$ cat config.mk
export PLATFORM = sky130hd
export DESIGN_NAME = wb_regfile
export DESIGN_NICKNAME = d
export VERILOG_FILES = /design/src/rtl/wb_regfile.sv
export SDC_FILE = /design/constraint.sdc
export NUM_CORES = 2
export LEC_CHECK = 0
export BUFFER_PORTS_ARGS = -buffer_cell sky130_fd_sc_hd__buf_2
export CAP_MARGIN = 20
export CORE_UTILIZATION = 50
export DETAILED_ROUTE_END_ITERATION = 16
export PLACE_DENSITY = 0.73
export SLEW_MARGIN = 20
export SYNTH_ARGS = -nofsm -noshare
export SYNTH_HDL_FRONTEND = slang
export SYNTH_SLANG_ARGS = --single-unit
export TNS_END_PERCENT = 50
$ cat constraint.sdc
create_clock -name clk -period 42 [get_ports clk]
set_input_delay 2.1 -clock clk [delete_from_list [all_inputs] [get_ports clk]]
set_output_delay 2.1 -clock clk [all_outputs]
set_load 0.02 [all_outputs]
$ cat src/rtl/wb_regfile.sv
// Write-back stage: selects the commit value from the MEM/WB payload, owns the
// 32-entry architectural register file and serves two write-first read ports.
module wb_regfile #(
   parameter int DM_ADDRESS = 9,
   parameter int DATA_W     = 32,
   parameter int NUM_REGS   = 32
) (
   input  logic                  clk,
   input  logic                  rst,
   input  logic [DATA_W-1:0]     MemRdDataIn,
   input  logic [DATA_W-1:0]     MemALUresultIn,
   input  logic [DM_ADDRESS-1:0] PCin,
   input  logic [DATA_W-1:0]     immIn,
   input  logic                  RegWrtEnIn,
   input  logic [2:0]            RegWrtSrcIn,
   input  logic [4:0]            RegDstIn,
   input  logic [4:0]            RdAddr1,
   input  logic [4:0]            RdAddr2,
   output logic [DATA_W-1:0]     RdData1,
   output logic [DATA_W-1:0]     RdData2,
   output logic [DATA_W-1:0]     WbData,
   output logic                  WbValid,
   output logic [31:0]           RetireCnt
);

   logic [DATA_W-1:0] regs [NUM_REGS];
   logic [31:0]       retire_cnt;
   logic [DATA_W-1:0] pc_ext;
   logic              src_ok;

   assign pc_ext = {{(DATA_W-DM_ADDRESS){1'b0}}, PCin};
   assign src_ok = (RegWrtSrcIn <= 3'd4);

   always_comb begin
      WbData = '0;
      case (RegWrtSrcIn)
         3'd0:    WbData = MemALUresultIn;
         3'd1:    WbData = MemRdDataIn;
         3'd2:    WbData = pc_ext + DATA_W'(4);
         3'd3:    WbData = immIn;
         3'd4:    WbData = pc_ext + immIn;
         default: WbData = '0;
      endcase
   end

   // Reset also kills the bypass so reads see zero while rst is high.
   assign WbValid = !rst && RegWrtEnIn && (RegDstIn != 5'd0) && src_ok;

   function automatic logic [DATA_W-1:0] read_port(input logic [4:0] addr);
      if (addr == 5'd0)
         return '0;
      else if (WbValid && (addr == RegDstIn))
         return WbData;
      else
         return regs[addr];
   endfunction

   assign RdData1   = read_port(RdAddr1);
   assign RdData2   = read_port(RdAddr2);
   assign RetireCnt = retire_cnt;

   always_ff @(posedge clk or posedge rst) begin
      if (rst) begin
         for (int i = 0; i < NUM_REGS; i++)
            regs[i] <= '0;
         retire_cnt <= '0;
      end else if (WbValid) begin
         regs[RegDstIn] <= WbData;
         retire_cnt     <= retire_cnt + 32'd1;
      end
   end

endmodule

==> metrics.yaml <==
power:
  ir_drop_v: 0.0000362
  cellPowerDensity_nw_per_um2: 40.7
  p_sw_w: 0.000711
  clkPwrFrac_pct: 39.3
  p_int_w: 0.00184
  power_leakage_nw: 26.8
  share_seq_of_total_power_pct: 45.3
  swShare_pct: 27.8
  combPwrFrac_pct: 15.4
timing:
  clock.fmax_mhz: 114
  finalCritPeriodShare_pct: 21.0
  finalSetupTns_ns: 0
  drv_slew: 0
  slew_headroom_pct: 18.9
  rsz0062_at_grt: "no"
  postLayoutSetupSlackWorst_ns: 33.20
  setup_viol: 0
  fin_crit_ns: 8.80
  tightest_slew_ns: 1.22
  hold_viol_final: 0
  clock_skew_ns: 0.0115
critical_path:
  end_kind: "output port"
  critPathArrivalTime_ns: 6.70
  worst_setup_path_start_kind: "input pin"
  cp_data_required_time_ns: 39.90
  worstSetupPathType: "input pin to output port"
  crit_fanout: 59
floorplanning:
  io-pin-count: 255
  design.die.area_um2: 115000
  dieWidth_um: 339
  num_rows: 123
  die_h_um: 339
  core-area_um2: 112000
  start_util_pct: 50.5
place:
  post-place-ws_ns: 33.42
  io_buffers: 254
  gp_congestion: 0.884
  dp_hpwl_um: 109000
synth:
  ys_warn_count: 0
  synth_edf_count: 0
  ys_types: 88
  async_flop_share_pct: 100
  ys_ff_latch: 1056
  syn-num-nets: 5287
  ys.flop_type: "dfrtp_1"
  postSynthAreaPerCell_um2: 11.0
  synth_area_um2: 56800
  syn_inst: 5149
  ys_seq_area_share_pct: 46.6
global_routing:
  grt_max_degree: 187
  grt_pass1_wl_um: 281000
  grt_pass1_vias: 44400
  grt_use_total_pct: 32.5
  grt-ovfl-total: 0
  antenna_found_initial: 7
finish:
  final_nets: 5232
  area_growth_pct: 10.5
  post_route_cells_drive_above_1_share_pct: 23.5
route:
  firstDrtPassIters: 6
  wl_met3_um: 24300
  routed_wl_um: 187000
  routed.top_layer: "met5"
  avgRoutedWirePerCell_um: 27.9
  viasPerCell: 6.73
  initialDrtViolationCount: 5598
  wl_met2_um: 85100
  detail-route-antenna-nets: 0
  met1_length_um: 67500
  vias: 45000
  drcViolationCount: 0
clock_tree:
  cts_buffer_depth: 3
  path_clk_slew_ns: 0.06
  cts_tree: "done"
  cts.sink_count: 1056
  ctsHoldBuffers: 0
  htree_levels: 3
  cts_buffers: 108
  clk_latency_ns: 0.69
  post_cts_resized: 0
  cts-root-buf: "clkbuf_16"
  cts_setup_buffers: 0
job:
  cap_viol_max_count: 0
hold_path:
  hp-class: "flip-flop to flip-flop"
run_status:
  outcome: "complete, no violations"
-- state kept, by name, summed over array words and instances (netlist names) --
signal,count
RetireCnt,32
regs,1024
-- placed cells by master, fill, tap and decap left out, drive strengths merged, types with 38 or more instances in the layout --
cell    count
a21oi     208
o21ai     887
buf       376
nor2      227
xnor2      38
nand2     923
inv        63
a211oi     48
mux2i     108
clkbuf    158
nor3       38
dfrtp    1056
nand3      63
mux4      544
o22ai      70
-- metrics by stage --
stage,hold slack (ns),cell area [um2],power (W),instances,utilization [%]
finish,0.397,62700,0.00256,6687,55.8
global route,0.407,62700,0.00264,6682,55.7
CTS,0.397,62600,0.00255,6678,55.7
detailed placement,0.384,58900,0.00156,6481,52.4
global placement,0.377,58900,0.00154,6480,52.4
floorplan,0.441,56800,0.00143,5149,-
-- worst paths after layout --
| check | from | to | slack [ns] | cells after the start |
|---|---|---|---|---|
| setup / recovery | RdAddr1[0] | RdData1[30] | 33.20 | 7 |
| hold / removal | regs[1002]$_DFFE_PP0P_ | regs[1002]$_DFFE_PP0P_ | 0.40 | 0 |
| setup reg to reg | RetireCnt[6]$_DFFE_PP0P_ | RetireCnt[30]$_DFFE_PP0P_ | 39.78 | 6 |
| hold reg to reg | regs[1002]$_DFFE_PP0P_ | regs[1002]$_DFFE_PP0P_ | 0.40 | 0 |
| max in group asynchronous | rst | regs[588]$_DFFE_PP0P_ | 37.27 | 5 |
| min in group asynchronous | rst | RetireCnt[3]$_DFFE_PP0P_ | 1.61 | 2 |
-- critical path, cell delays in order --
cell and delay [ns]:
buf_8 0.56, buf_4 0.82, buf_4 0.76, or4_1 0.78
nand2_1 0.54, o22ai_1 0.73, buf_2 0.30
-- layer usage --
metal | up-vias | track usage [%]
li1 | 18700 | -
met1 | 22700 | 42.3
met2 | 3005 | 50.0
met3 | 683 | 10.2
met4 | 6 | 14.8
met5 | - | 0
-- cell type report --
| class | count | area [um2] |
|---|---|---|
| fillers | 9279 | 49800 |
| multi-input cells | 3492 | 28100 |
| flip-flops and latches | 1056 | 26400 |
| clock buffers | 157 | 3180 |
| repair buffers | 377 | 2380 |
| well taps | 1500 | 1880 |
| clock inverters | 40 | 504 |
| inverters | 59 | 229 |
| diodes | 6 | 15.0 |
-- synthesized netlist by cell type (5+ instances only) --
library cell	number	share of area, %
a2111oi_0	6	0.093
a211oi_1	44	0.58
a21oi_1	205	1.8
a221o_1	6	0.11
a22oi_1	37	0.49
a31oi_1	11	0.12
and2_1	14	0.15
and3_1	16	0.18
and4_1	9	0.14
buf_1	17	0.11
buf_2	115	1.0
buf_4	37	0.49
buf_6	11	0.22
clkbuf_1	350	2.3
clkbuf_2	12	0.11
dfrtp_1	1056	47
ha_1	11	0.24
inv_1	55	0.36
mux2_2	15	0.30
mux2i_1	108	1.9
mux4_2	544	22
nand2_1	923	6.1
nand2b_1	17	0.19
nand3_1	62	0.55
nand4_1	18	0.20
nor2_1	226	1.5
nor2b_1	17	0.19
nor3_1	35	0.31
nor3b_1	5	0.066
nor4_1	10	0.11
o2111ai_1	5	0.077
o211ai_1	9	0.12
o21a_1	7	0.093
o21ai_0	804	7.1
o21ai_1	61	0.54
o21ai_2	21	0.32
o221ai_1	20	0.31
o22ai_1	70	0.77
o31ai_1	14	0.19
or4_1	6	0.079
xnor2_1	38	0.59
xor2_1	23	0.35
-- cell families (layout without fill, tap and decap cells) --
kind of cell | after synthesis | after routing | synth area share (%)
and+or+nand+nor | 1382 | 1382 | 10.1
other | 0 | 6 | 0
muxes | 667 | 667 | 23.8
DFF | 1056 | 1056 | 46.6
AOI/OAI and AO/OA | 1370 | 1370 | 13.6
adders and majority gates | 12 | 12 | 0.278
xor gates and xnor gates | 61 | 61 | 0.941
buffers and inverters | 601 | 633 | 4.64
-- power by group through the flow --
stage	sequential, W	clock, W	combinational, W
detailed placement	0.00117	0	0.000387
finish	0.00116	0.00100	0.000394
global placement	0.00116	0	0.000378
floorplan	0.00116	0	0.000276
global route	0.00117	0.00105	0.000423
CTS	0.00115	0.00101	0.000389
No activity file was read; power rests on OpenSTA's default activity.
